### src/rtl/imem_boot_loader.sv
// imem_boot_loader: receives a length-prefixed, checksummed byte image, writes it to
// instruction memory as little-endian words and releases the core only on a good load.
// Revision 1.0

`default_nettype none

module imem_boot_loader #(
    parameter int ADDR_W    = 10,
    parameter int MAX_WORDS = 1024
) (
    input  logic              clk,
    input  logic              reset,
    input  logic              start,
    input  logic [7:0]        rx_data,
    input  logic              rx_valid,
    output logic              rx_ready,
    output logic              imem_we,
    output logic [ADDR_W-1:0] imem_addr,
    output logic [31:0]       imem_wdata,
    output logic              core_reset_n,
    output logic              busy,
    output logic              done,
    output logic              error
);

    localparam logic [16:0] MAX_LEN = 17'(MAX_WORDS);

    typedef enum logic [2:0] {
        S_IDLE  = 3'd0,
        S_LEN   = 3'd1,
        S_DATA  = 3'd2,
        S_WRITE = 3'd3,
        S_CSUM  = 3'd4,
        S_RUN   = 3'd5,
        S_ERR   = 3'd6
    } state_t;

    state_t            state;
    state_t            state_nx;
    logic [1:0]        byte_idx;
    logic [15:0]       word_cnt;
    logic [ADDR_W:0]   word_idx;
    logic [7:0]        csum;
    logic [23:0]       asm_lo;

    logic              accept;
    logic [15:0]       len_full;
    logic [ADDR_W:0]   word_idx_inc;

    assign rx_ready     = (state == S_LEN) || (state == S_DATA) || (state == S_CSUM);
    assign accept       = rx_valid && rx_ready;
    assign len_full     = {rx_data, word_cnt[7:0]};
    assign word_idx_inc = word_idx + 1'b1;

    always_ff @(posedge clk or negedge reset) begin
        if (!reset) begin
            state <= S_IDLE;
        end else begin
            state <= state_nx;
        end
    end

    always_comb begin
        state_nx = state;
        case (state)
            S_IDLE, S_RUN, S_ERR: begin
                if (start) begin
                    state_nx = S_LEN;
                end
            end
            S_LEN: begin
                if (accept && byte_idx[0]) begin
                    if ((len_full == 16'd0) || ({1'b0, len_full} > MAX_LEN)) begin
                        state_nx = S_ERR;
                    end else begin
                        state_nx = S_DATA;
                    end
                end
            end
            S_DATA: begin
                if (accept && (byte_idx == 2'd3)) begin
                    state_nx = S_WRITE;
                end
            end
            S_WRITE: begin
                // Compare the post-increment index so the last word goes straight to CSUM
                if (17'(word_idx_inc) == {1'b0, word_cnt}) begin
                    state_nx = S_CSUM;
                end else begin
                    state_nx = S_DATA;
                end
            end
            S_CSUM: begin
                if (accept) begin
                    state_nx = (rx_data == csum) ? S_RUN : S_ERR;
                end
            end
            default: state_nx = S_IDLE;
        endcase
    end

    // Status outputs are registered from the next state so they track the FSM exactly.
    always_ff @(posedge clk or negedge reset) begin
        if (!reset) begin
            byte_idx     <= 2'd0;
            word_cnt     <= 16'd0;
            word_idx     <= '0;
            csum         <= 8'd0;
            asm_lo       <= 24'd0;
            imem_we      <= 1'b0;
            imem_addr    <= '0;
            imem_wdata   <= 32'd0;
            core_reset_n <= 1'b0;
            busy         <= 1'b0;
            done         <= 1'b0;
            error        <= 1'b0;
        end else begin
            busy         <= (state_nx == S_LEN) || (state_nx == S_DATA) ||
                            (state_nx == S_WRITE) || (state_nx == S_CSUM);
            done         <= (state_nx == S_RUN);
            error        <= (state_nx == S_ERR);
            core_reset_n <= (state_nx == S_RUN);
            imem_we      <= (state_nx == S_WRITE);

            case (state)
                S_IDLE, S_RUN, S_ERR: begin
                    if (start) begin
                        byte_idx <= 2'd0;
                        word_cnt <= 16'd0;
                        word_idx <= '0;
                        csum     <= 8'd0;
                    end
                end
                S_LEN: begin
                    if (accept) begin
                        if (!byte_idx[0]) begin
                            word_cnt[7:0] <= rx_data;
                            byte_idx      <= 2'd1;
                        end else begin
                            word_cnt[15:8] <= rx_data;
                            byte_idx       <= 2'd0;
                        end
                    end
                end
                S_DATA: begin
                    if (accept) begin
                        csum     <= csum + rx_data;
                        byte_idx <= byte_idx + 2'd1;
                        case (byte_idx)
                            2'd0: asm_lo[7:0]   <= rx_data;
                            2'd1: asm_lo[15:8]  <= rx_data;
                            2'd2: asm_lo[23:16] <= rx_data;
                            default: begin
                                imem_addr  <= word_idx[ADDR_W-1:0];
                                imem_wdata <= {rx_data, asm_lo};
                            end
                        endcase
                    end
                end
                S_WRITE: begin
                    word_idx <= word_idx_inc;
                end
                default: ;
            endcase
        end
    end

endmodule

`default_nettype wire

### config.mk
export PLATFORM = sky130hd
export DESIGN_NAME = imem_boot_loader
export DESIGN_NICKNAME = d
export VERILOG_FILES = /design/src/rtl/imem_boot_loader.sv
export SDC_FILE = /design/constraint.sdc
export NUM_CORES = 1
export LEC_CHECK = 0
export ABC_AREA = 1
export CORE_MARGIN = 2
export CORE_UTILIZATION = 59
export DETAILED_ROUTE_END_ITERATION = 6
export GPL_ROUTABILITY_DRIVEN = 0
export PLACE_DENSITY = 0.84
export SLEW_MARGIN = 5
export SYNTH_ARGS = -nofsm -noshare
export SYNTH_HDL_FRONTEND = slang
export SYNTH_SLANG_ARGS = --single-unit
### constraint.sdc
create_clock -name clk -period 5.3 [get_ports clk]
set_clock_uncertainty 0.1 [all_clocks]
set_input_delay 1.06 -clock clk [delete_from_list [all_inputs] [get_ports clk]]
set_output_delay 1.06 -clock clk [all_outputs]
set_load 0.03 [all_outputs]
==> After elaboration in Yosys (flattened, before gate mapping) <==
Cells that the tools add are included.
{ "word_totals": {"regBits": 110, "inputBits": 12, "output_inout_bits": 48, "elab_cells": 92} }
{ "classes": {"n_addsub": 3, "magnitude_cmp": 1, "eq_ne": 22, "n_mux": 23, "bitwise_logic": 1, "reduce_logical": 27} }
{ "ops": {"columns": ["op", "n"], "rows": [
  ["16-bit 2-to-1 mux", 2],
  ["8-bit 2-to-1 mux", 4],
  ["16-bit case mux with 2 select lines", 1],
  ["11-bit case mux with 2 select lines", 1],
  ["3-bit == test (second input constant)", 6],
  ["3-bit 2-to-1 mux", 6],
  ["11-bit by 16-bit == test with 1-bit output", 1],
  ["16-bit by 11-bit greater-than comparator with 1-bit output (second input constant)", 1],
  ["16-bit zero test", 1],
  ["8-bit case mux with 2 select lines", 1],
  ["3-bit case mux with 5 select lines", 1],
  ["3-bit AND reduction", 5],
  ["3-bit by 2-bit == test with 1-bit output (second input constant)", 4],
  ["4-bit AND reduction", 3],
  ["11-bit by 1-bit adder with 11-bit output (second input constant)", 1],
  ["11-bit 2-to-1 mux", 1],
  ["2-bit != test (second input constant)", 5],
  ["8-bit adder", 1],
  ["8-bit == test", 1],
  ["2-bit 2-to-1 mux", 4],
  ["3-bit by 1-bit == test with 1-bit output (second input constant)", 2],
  ["1-bit logical OR", 6],
  ["2-bit case mux with 3 select lines", 1],
  ["2-bit nonzero test", 3],
  ["11 further kinds", 15]
]} }

==> Logic depth before layout (Yosys ltp) <==
{ "logic_depth": {"depth_word": 11, "ltp_mapped": 15, "mapped_depth_nobuf": 15} }

==> Least setup slack after synthesis <==
No wires, ideal clock.
{ "synth_timing": {"path_kind": "input to register", "from": "in rx_data[0]", "to": "reg csum[6]", "setup_ns": 0.127, "arrival_ns": 2.368, "required_time_ns": 5.073, "slack_ns": 2.705, "stages": 9, "path_buffers": 0, "cell_sequence": "ha_1 -> fa_1 -> a31oi_1 -> inv_1 -> a21oi_1 -> nor2_1 -> nor2_1 -> xor2_1 -> o21ai_0"} }
{ "synth_via": {"elab_chain_cells": 3} }
{ "synth_rtl": {"columns": ["element", "line", "text"], "rows": [
  ["from (decl)", "14", "input logic [7:0] rx_data,"],
  ["8-bit adder", "147", "csum <= csum + rx_data;"],
  ["8-bit 2-to-1 mux", "146", "if (accept) begin"],
  ["8-bit case mux with 2 select lines", "125", "case (state)"],
  ["to (signal assigned)", "147", null],
  ["to (decl)", "43", "logic [7:0] csum;"]
]} }
Every way passes these cells. The select of a mux whose other input is x is not followed.
A chain may end at the register's enable or synchronous reset.

==> Worst setup path after layout <==
{ "layout_timing": {"from": "reg state[0]", "to": "out rx_ready"} }
{ "layout_via": {"elab_chain_cells": 3, "word_cells_on_any_way": 5, "cone_classes": "eq/ne: 3; reduce/logical: 2"} }
{ "layout_rtl": {"columns": ["element", "line", "text"], "rows": [
  ["from (decl)", "38", "state_t state;"],
  ["from (signal assigned)", "59", "state <= state_nx;"],
  ["3-bit by 1-bit == test with 1-bit output or 3-bit by 2-bit == test with 1-bit output (tied branches)", "50", "assign rx_ready = (state == S_LEN) || (state == S_DATA) || (state == S_CSUM);"],
  ["1-bit logical OR", "50", null],
  ["1-bit logical OR *", "50", null],
  ["to (decl)", "16", "output logic rx_ready,"]
]} }
Mark *: on every way between the ends. The rest lies on a longest branch, timed or not.

==> impl_metrics.ini <==
[outcome]
outcome = finished, final reports clean

[clock_tree]
clock-sinks = 110
cts_setup_buffers = 0
clk_path_buf_depth = 2
numCtsBuffers = 9
cts_tree = done
cts_resized = 0
postCtsHoldBufs = 0
clk_pin_slew_ns = 0.11
insertion_delay_ns = 0.38
root_buffer = clkbuf_8
h-tree-depth = 3

[timing]
tightest_slew_ns = 1.09
period_minus_slack_ns = 3.12
hold_ws_ns = 0.392
rsz0062_at_grt = false
setup_viol = 0
min_period_over_period_pct = 58.9
maxSlewHeadroom_pct = 26.8
hold_viol_final = 0
max_freq_mhz = 321
setup_tns_ns = 0
slew_violations = 0

[cells_and_area]
ff_latch_area_mm2 = 0.00275
layout_common_cells = 144 x nand2_1, 110 x dfrtp_1, 68 x o21ai_0
drive_gt1_share_pct = 10.6
multi_input_area_mm2 = 0.00202
fill_cells = 612
antennaDiodeCount = 0
final_common_cell = nand2_1
final_cells = 727
syn_to_final_growth_pct = 16.9
fin_area_mm2 = 0.00596
utilization_pct = 71.8
nets = 643

[global_routing]
antenna_found_initial = 0
grt_pass1_wl_mm = 18.6
grt_max_degree = 81
grt_pass1_vias = 3903
overflow = 0
grt_usage_pct = 24.3

[floorplan]
die_w_um = 96.9
initial_core_util_pct = 61.4
dieArea_mm2 = 0.00939
num_rows = 33
core_area_mm2 = 0.00830
die_h_um = 96.9
num_io_pins = 60

[critical_path]
cp_max_fo = 4
path_class = reg -> out
critPathMaxStageDelay_ns = 0.70
reg2reg_to = imem_wdata[22]$_DFFE_PN0P_
r2r_setup_slack_ns = 2.84
cp_slowest_cell = clkdlybuf4s50_1
cp-startpoint = state[0]$_DFF_PN0_
cp-start-kind = flop
cp_top_family = buffers and inverters
r2r-start = state[2]$_DFF_PN0_
ff2ff_path_depth = 5
cp_data_arrival_time_ns = 1.96
crit_buf_inv = 2
crit_path_end_kind = output pin
crit_chain = inv_2 -> nor2_2 -> nor2_1 -> o21ai_0 -> clkdlybuf4s50_1
worst_ep_required_time_ns = 4.14

[yosys]
yosysWarnings = 0
synth_xor_area_share_pct = 0.860
syn_inst = 562
synth_top_family_by_area = simple AND/OR/NAND/NOR gates
synth_mux_area_share_pct = 5.75
synth-compound-area-share_pct = 10.0
synth_simple_gate_area_share_pct = 19.5
syn-num-nets = 588
ys_ff_latch = 110
ys_seq_area_share_pct = 54.0
synth_edf_count = 0
ys.flop_type = dfrtp_1
ys_types = 34
synth.avg_cell_area_um2 = 9.07
syn_area_mm2 = 0.00509
synthAdderAreaFrac_pct = 3.59
ys_async_sr_fraction_pct = 100

[route]
via_per_inst = 5.62
num_vias = 4087
drt-wirelength-per-cell_um = 15.2
routed_wl_mm = 11.1
antenna_left = 0
drt_first_pass_iters = 5
drc = 0
drt_iter0_markers = 281

[hold_path]
hold-path-endpoint = asm_lo[16]$_DFFE_PN0P_
min-delay-path-class = reg -> reg
worstHoldPathCells = 2
min_from = asm_lo[16]$_DFFE_PN0P_

[placement]
dp_cells = 711
dpl.hpwl_mm = 7.85
place_area_mm2 = 0.00574
io_buffers = 59

[pwr]
power.leakage_nw = 2.89
cellPowerDensity_mw_per_mm2 = 458
vdd_drop_max_uv = 424

[job]
maxCapViolCount = 0
## cell families (layout without fill, tap and decap cells)
logic type | after synthesis | in the layout
compound gates | 93 | 93
buf+inv | 80 | 140
simple gates | 234 | 234
fa+ha+maj | 14 | 14
xor+xnor | 5 | 5
mux | 26 | 26
flops | 110 | 110
## state kept, by name, indices dropped and copies added (netlist names)
register / cells
error: 1
asm_lo: 24
busy: 1
byte_idx: 2
state: 3
imem_we: 1
imem_addr: 10
done: 1
word_cnt: 16
imem_wdata: 32
word_idx: 11
csum: 8
## power by group
part           switching [mW]  total (mW)  internal, mW
Combinational           0.677        1.03         0.353
Clock                   0.312       0.542         0.230
Sequential              0.130        1.15          1.02
Total                    1.12        2.73          1.61
## final cells by class
class	count	share of cell area, %
Sequential cell	110	46.2
Multi-Input combinational cell	372	33.9
Timing Repair Buffer	60	10.0
Inverter	64	4.03
Tap cell	105	2.21
Clock buffer	9	2.08
Clock inverter	7	1.53
## through the flow
stage,total power [mW],setup slack [ns]
final,2.73,2.18
after global routing,2.91,2.13
after CTS,2.72,2.19
after detailed placement,2.19,2.00
after global placement,2.13,2.07
after floorplan,1.90,2.70
## per-layer routing
metal | up-vias | GRT usage (%) | wire length, um | share of wire [%]
met5 | - | 0 | 0 | 0
li1 | 1934 | - | - | -
met3 | 19 | 3.40 | 652 | 5.9
met1 | 1979 | 34.7 | 4940 | 45
met4 | 0 | 8.02 | 202 | 1.8
met2 | 155 | 38.8 | 5280 | 48
## how the worst max path moves through the flow
stage	to	slack [ns]	depth (start not counted)
2_1_floorplan	csum[6]$_DFFE_PN0P_	2.70	9
6_report	rx_ready	2.18	5
3_3_place_gp	imem_wdata[23]$_DFFE_PN0P_	2.07	5
3_5_place_dp	imem_wdata[0]$_DFFE_PN0P_	2.00	5
4_1_cts	rx_ready	2.19	5
5_1_grt	rx_ready	2.13	4
## worst register-to-register path: stages (launching register included)
cell	delay, ns
dfrtp_1	0.51
nor3_2	0.26
nand2_2	0.14
inv_2	0.17
nand2_2	0.63
mux2_2	0.55
## cells in the mapped netlist, types with 2 or more instances
library cell / count / area, um^2
nand2_1: 144 / 541
dfrtp_1: 110 / 2750
o21ai_0: 68 / 340
inv_1: 56 / 210
nor2_1: 38 / 143
nand3_1: 30 / 150
mux2_2: 26 / 293
ha_1: 13 / 163
inv_2: 8 / 30.0
nand4_1: 7 / 43.8
o22ai_1: 7 / 43.8
a21oi_1: 6 / 30.0
buf_2: 6 / 30.0
clkbuf_1: 6 / 22.5
o21ai_1: 4 / 20.0
xor2_1: 4 / 35.0
buf_4: 3 / 22.5
nor2_4: 3 / 33.8
nor3_1: 3 / 15.0
a21oi_2: 2 / 17.5
a22o_1: 2 / 17.5
nand2_2: 2 / 12.5
nor2_2: 2 / 12.5
nor3_2: 2 / 20.0
No activity file was read; power rests on OpenSTA's default activity.
